==> src/rtl/ball_loss_detector.sv <==
// Ball loss detector and respawn sequencer.
// It sits upstream of the lives counter. When the ball drops past the bottom
// edge, it emits one Bottom_Hit pulse. It then holds the ball, waits a number
// of frames, requests a respawn and waits for a fresh serve press. If the
// lives counter reports game over, it parks in GAMEOVER until restart.
module ball_loss_detector #(
   parameter int               Y_W            = 10,
   parameter logic [Y_W-1:0]   SCREEN_BOTTOM  = 10'd479,
   parameter logic [Y_W-1:0]   BALL_SIZE      = 10'd8,
   parameter logic [7:0]       RESPAWN_FRAMES = 8'd60
) (
   input  logic           iCLK,
   input  logic           iRST,
   input  logic           iFrame_Tick,
   input  logic [Y_W-1:0] iBall_Y,
   input  logic           iBall_VY_Down,
   input  logic           iServe,
   input  logic           iGameOver,
   input  logic           iRestart,
   output logic           oBottom_Hit,
   output logic           oBall_Hold,
   output logic           oRespawn,
   output logic [2:0]     oState
);

   typedef enum logic [2:0] {
      PLAY     = 3'd0,
      LOST     = 3'd1,
      WAIT     = 3'd2,
      SERVE    = 3'd3,
      GAMEOVER = 3'd4
   } state_t;

   state_t     state_q, state_d;
   logic [7:0] count_q, count_d;
   logic       bottomHit_q, bottomHit_d;
   logic       respawn_q, respawn_d;
   logic       hold_q, hold_d;
   logic       serveSync1_q, serveSync2_q, serveDly_q;
   logic       restartPrev_q;

   logic [Y_W:0] ballBottom;
   logic         lossNow;
   logic         serveEdge;
   logic [7:0]   countInc;

   // The ball bottom is one bit wider than the coordinate, so a ball near the
   // top of the coordinate range cannot wrap around and hide a loss.
   assign ballBottom = {1'b0, iBall_Y} + {1'b0, BALL_SIZE};
   assign lossNow    = (ballBottom > {1'b0, SCREEN_BOTTOM}) && iBall_VY_Down;
   assign serveEdge  = serveSync2_q & ~serveDly_q;
   assign countInc   = count_q + 8'd1;

   // The serve button is asynchronous, so it goes through two synchroniser
   // flops and then a delay flop used for rising-edge detection. This chain
   // runs in every state. As a result, a button already held when SERVE is
   // entered produces no edge.
   always_ff @(posedge iCLK or posedge iRST) begin
      if (iRST) begin
         serveSync1_q  <= 1'b0;
         serveSync2_q  <= 1'b0;
         serveDly_q    <= 1'b0;
         restartPrev_q <= 1'b0;
      end else begin
         serveSync1_q  <= iServe;
         serveSync2_q  <= serveSync1_q;
         serveDly_q    <= serveSync2_q;
         restartPrev_q <= iRestart;
      end
   end

   // This block holds the state register, the frame counter and the
   // registered outputs.
   always_ff @(posedge iCLK or posedge iRST) begin
      if (iRST) begin
         state_q     <= SERVE;
         count_q     <= 8'd0;
         bottomHit_q <= 1'b0;
         respawn_q   <= 1'b0;
         hold_q      <= 1'b1;
      end else begin
         state_q     <= state_d;
         count_q     <= count_d;
         bottomHit_q <= bottomHit_d;
         respawn_q   <= respawn_d;
         hold_q      <= hold_d;
      end
   end

   // Next-state logic. Restart overrides everything, including a loss on the
   // same cycle. A held restart raises the respawn request only on its first
   // cycle. The output values are derived from the chosen next state, so the
   // registered outputs line up with the state they describe.
   always_comb begin
      state_d     = state_q;
      count_d     = count_q;
      respawn_d   = 1'b0;
      bottomHit_d = 1'b0;
      hold_d      = 1'b1;

      if (iRestart) begin
         state_d   = SERVE;
         count_d   = 8'd0;
         respawn_d = ~restartPrev_q;
      end else begin
         case (state_q)
            PLAY: begin
               if (iFrame_Tick && lossNow) begin
                  state_d = LOST;
               end
            end
            LOST: begin
               state_d = WAIT;
               count_d = 8'd0;
            end
            WAIT: begin
               if (iFrame_Tick) begin
                  count_d = countInc;
                  if (countInc == RESPAWN_FRAMES) begin
                     respawn_d = 1'b1;
                     state_d   = iGameOver ? GAMEOVER : SERVE;
                  end
               end
            end
            SERVE: begin
               if (serveEdge) begin
                  state_d = PLAY;
               end
            end
            GAMEOVER: begin
               state_d = GAMEOVER;
            end
            default: begin
               state_d = SERVE;
            end
         endcase
      end

      bottomHit_d = (state_d == LOST);
      hold_d      = (state_d != PLAY);
   end

   assign oBottom_Hit = bottomHit_q;
   assign oRespawn    = respawn_q;
   assign oBall_Hold  = hold_q;
   assign oState      = state_q;

endmodule

==> config.mk <==
export PLATFORM = sky130hd
export DESIGN_NAME = ball_loss_detector
export DESIGN_NICKNAME = d
export VERILOG_FILES = /design/src/rtl/ball_loss_detector.sv
export SDC_FILE = /design/constraint.sdc
export NUM_CORES = 1
export LEC_CHECK = 0
export BUFFER_PORTS_ARGS = -buffer_cell sky130_fd_sc_hd__buf_2
export CAP_MARGIN = 10
export CORE_ASPECT_RATIO = 0.7
export CORE_MARGIN = 2
export CORE_UTILIZATION = 44
export CTS_CLUSTER_SIZE = 40
export DETAILED_ROUTE_END_ITERATION = 10
export GPL_ROUTABILITY_DRIVEN = 0
export MAX_ROUTING_LAYER = met4
export PLACE_DENSITY = 0.73
export SYNTH_ARGS = -nofsm -noshare
export SYNTH_HDL_FRONTEND = slang
export SYNTH_SLANG_ARGS = --single-unit
==> constraint.sdc <==
create_clock -name iCLK -period 2.3 [get_ports iCLK]
set_input_delay 0.115 -clock iCLK [delete_from_list [all_inputs] [get_ports iCLK]]
set_output_delay 0.115 -clock iCLK [all_outputs]
set_load 0.01 [all_outputs]
==> out/metrics.yaml <==
outcome:
  run_status: "complete, no violations"
cells_and_area:
  fin_cells: 163
  syn2layout_area_growth_pct: 19.2
  final_cell_area_um2: 1220
  diodes: 0
  drive_above_1_share_pct: 26.0
  postLayoutCoreUtil_pct: 56.0
  layout.nets: 153
cts:
  cts_buffer_depth: 2
  clk_pin_slew_worst_paths_ns: 0.10
  htreeDepth: 1
  hold_buffers: 2
  cts.sinks: 18
  clk_latency_ns: 0.29
  ctsRootBufferMaster: "clkbuf_4"
  cts.repair.resized: 0
  cts_buffers: 3
  cts_tree: "built"
  post_cts_buffers: 0
worst_setup_path:
  r2r_slack_ns: 0.47
  cp_max_fo: 6
  worstPathRequired_ns: 2.51
  critPathArrivalTime_ns: 2.03
  critPathLaunchType: "register"
  cp-end-kind: "register"
  worstSetupPathType: "reg2reg"
routing:
  route.met3.wl_um: 90
  drc_errors: 0
  top_layer: "met3"
  wl_um: 2030
  wl_per_cell_um: 12.5
  wl_met1_um: 1010
  vias: 902
  met2WireLength_um: 931
  first_pass_iters: 4
  ant_nets: 0
  viasPerCell: 5.53
  drt-initial-drc-count: 28
sta:
  fin_ws_ns: 0.475
  slew_viol_final: 0
  slew_headroom_pct: 55.4
  fmax_ghz: 0.548
  setup_viol: 0
  fin_skew_ns: 0.00175
  setup_tns_ns: 0
  period_share_pct: 79.4
  tightest_slew_ns: 0.669
  grt_setup_unrepaired: "no"
  period_minus_slack_ns: 1.83
  hold_violations: 0
logic_synthesis:
  ys_ff_latch: 18
  syn_area_per_cell_um2: 9.82
  yosysWarnings: 0
  async_flop_share_pct: 100
  yosysUniqueCellTypes: 38
  ys_seq_area_share_pct: 44.5
  synth_cells: 104
  synth-main-ff-cell: "dfrtp_1"
  syn_nets: 125
  synth_edf_count: 0
  netlist_area_um2: 1020
global_routing:
  first_global_vias: 798
  track_usage_pct: 17.7
  antenna_found_initial: 0
  grt-ovfl-total: 0
  grt_max_degree: 19
  grt_pass1_wl_um: 3520
pwr:
  internal_power_mw: 0.443
  leakagePower_nw: 0.536
  swShare_pct: 25.9
  seqPwrFrac_pct: 58.4
  p_switching_mw: 0.155
  power.density_nw_per_um2: 491
  ir_worst_vdd_mv: 0.392
  comb_power_share_pct: 15.1
  clockPowerShare_pct: 26.5
floorplan:
  dieArea_um2: 2730
  die_x_um: 61.6
  die_h_um: 44.3
  core_um2: 2170
  start_util_pct: 47.0
  fp-row-count: 14
  io_pins: 23
placed_design:
  dpl_worst_slack_ns: 0.474
  numPortBuffers: 22
  place_area_um2: 1160
  dp.cells: 156
  dp_hpwl_um: 1560
job:
  drv_cap: 0
hold_path:
  hold_class: "in2reg"
[area by class of cell]
type / instances / area, um2
clock buffers: 4 / 26.3
well taps: 32 / 40.0
repair buffers: 25 / 140
inverters: 5 / 18.8
flip-flops and latches: 18 / 454
multi-input cells: 79 / 538
fillers: 212 / 955
[sequential cells by signal, summed over array words and instances, names as in the netlist]
name,cells
restartPrev_q,1
oState,3
oRespawn,1
oBottom_Hit,1
serveSync2_q,1
count_q,8
serveSync1_q,1
oBall_Hold,1
serveDly_q,1
[path summary, 6_finish.rpt]
path,from,end,cells after the start
worst max-delay path,count_q[0],oState[2],6
max in group asynchronous,iRST,count_q[7],3
worst min-delay path,iGameOver,oState[0],2
worst min register to register,serveSync1_q,serveSync2_q,0
worst max register to register,count_q[0],oState[2],6
min in group asynchronous,iRST,count_q[2],3
[critical path, cell delays in order (launching register included)]
cell and delay, ns:
dfrtp_1 0.43, ha_1 0.27, nand3_2 0.12, o21a_1 0.23
nor4_2 0.32, nand4_1 0.14, a211oi_2 0.22
[synthesized netlist by cell type, types with 2 or more instances]
cell type / number / area share (%)
buf_2: 2 / 0.98
nor4bb_1: 2 / 2.0
xor2_1: 2 / 1.7
nand4_1: 5 / 3.1
ha_1: 4 / 4.9
nand2_1: 8 / 2.9
dfrtp_1: 15 / 37
nand3_1: 4 / 2.0
o21ai_0: 12 / 5.9
nor2_1: 4 / 1.5
o31ai_1: 3 / 2.2
inv_1: 5 / 1.8
nand2b_1: 4 / 2.5
dfstp_2: 3 / 7.7
o2111ai_1: 3 / 2.6
nor3_1: 2 / 0.98
nor2b_1: 5 / 3.1
[placed cells by master, fill, tap and decap left out, types with 2 or more instances in the layout]
cell type | Yosys | final
buf_2 | 2 | 22
clkbuf_4 | 0 | 3
dfrtp_1 | 15 | 15
dfstp_2 | 3 | 3
dlygate4sd3_1 | 0 | 3
ha_1 | 4 | 4
inv_1 | 5 | 5
nand2_1 | 8 | 8
nand2b_1 | 4 | 4
nand3_1 | 4 | 4
nand4_1 | 5 | 5
nor2_1 | 4 | 4
nor2b_1 | 5 | 5
nor3_1 | 2 | 2
nor4bb_1 | 2 | 2
o2111ai_1 | 3 | 3
o21ai_0 | 12 | 12
o31ai_1 | 3 | 3
xor2_1 | 2 | 2
[routing by layer]
layer,vias up,track usage [%]
li1,447,-
met1,427,23.4
met2,28,27.6
met3,0,5.56
met4,0,2.55
met5,-,-
[power groups by stage]
stage	Sequential [mW]	Clock, mW	Combinational [mW]
after global routing	0.353	0.184	0.103
after CTS	0.350	0.170	0.0890
final	0.349	0.159	0.0901
after global placement	0.354	0	0.0844
after floorplan	0.353	0	0.0505
after detailed placement	0.355	0	0.0860
[per-stage QoR]
| step | total power [mW] | hold WS (ns) |
|---|---|---|
| detailed placement | 0.441 | 0.225 |
| finish | 0.598 | 0.0630 |
| CTS | 0.608 | 0.00540 |
| floorplan | 0.403 | 0.0514 |
| global route | 0.640 | 0.0450 |
| global placement | 0.439 | 0.225 |
[cells by family after synthesis]
group / count (synthesis) / share of synthesized area (%)
compound gates: 28 / 18.6
simple gates: 43 / 25.6
flops: 18 / 44.5
buf+inv: 7 / 2.82
fa+ha+maj: 4 / 4.90
mux: 1 / 0.980
xor+xnor: 3 / 2.57
(Power assumes the default switching activity.)
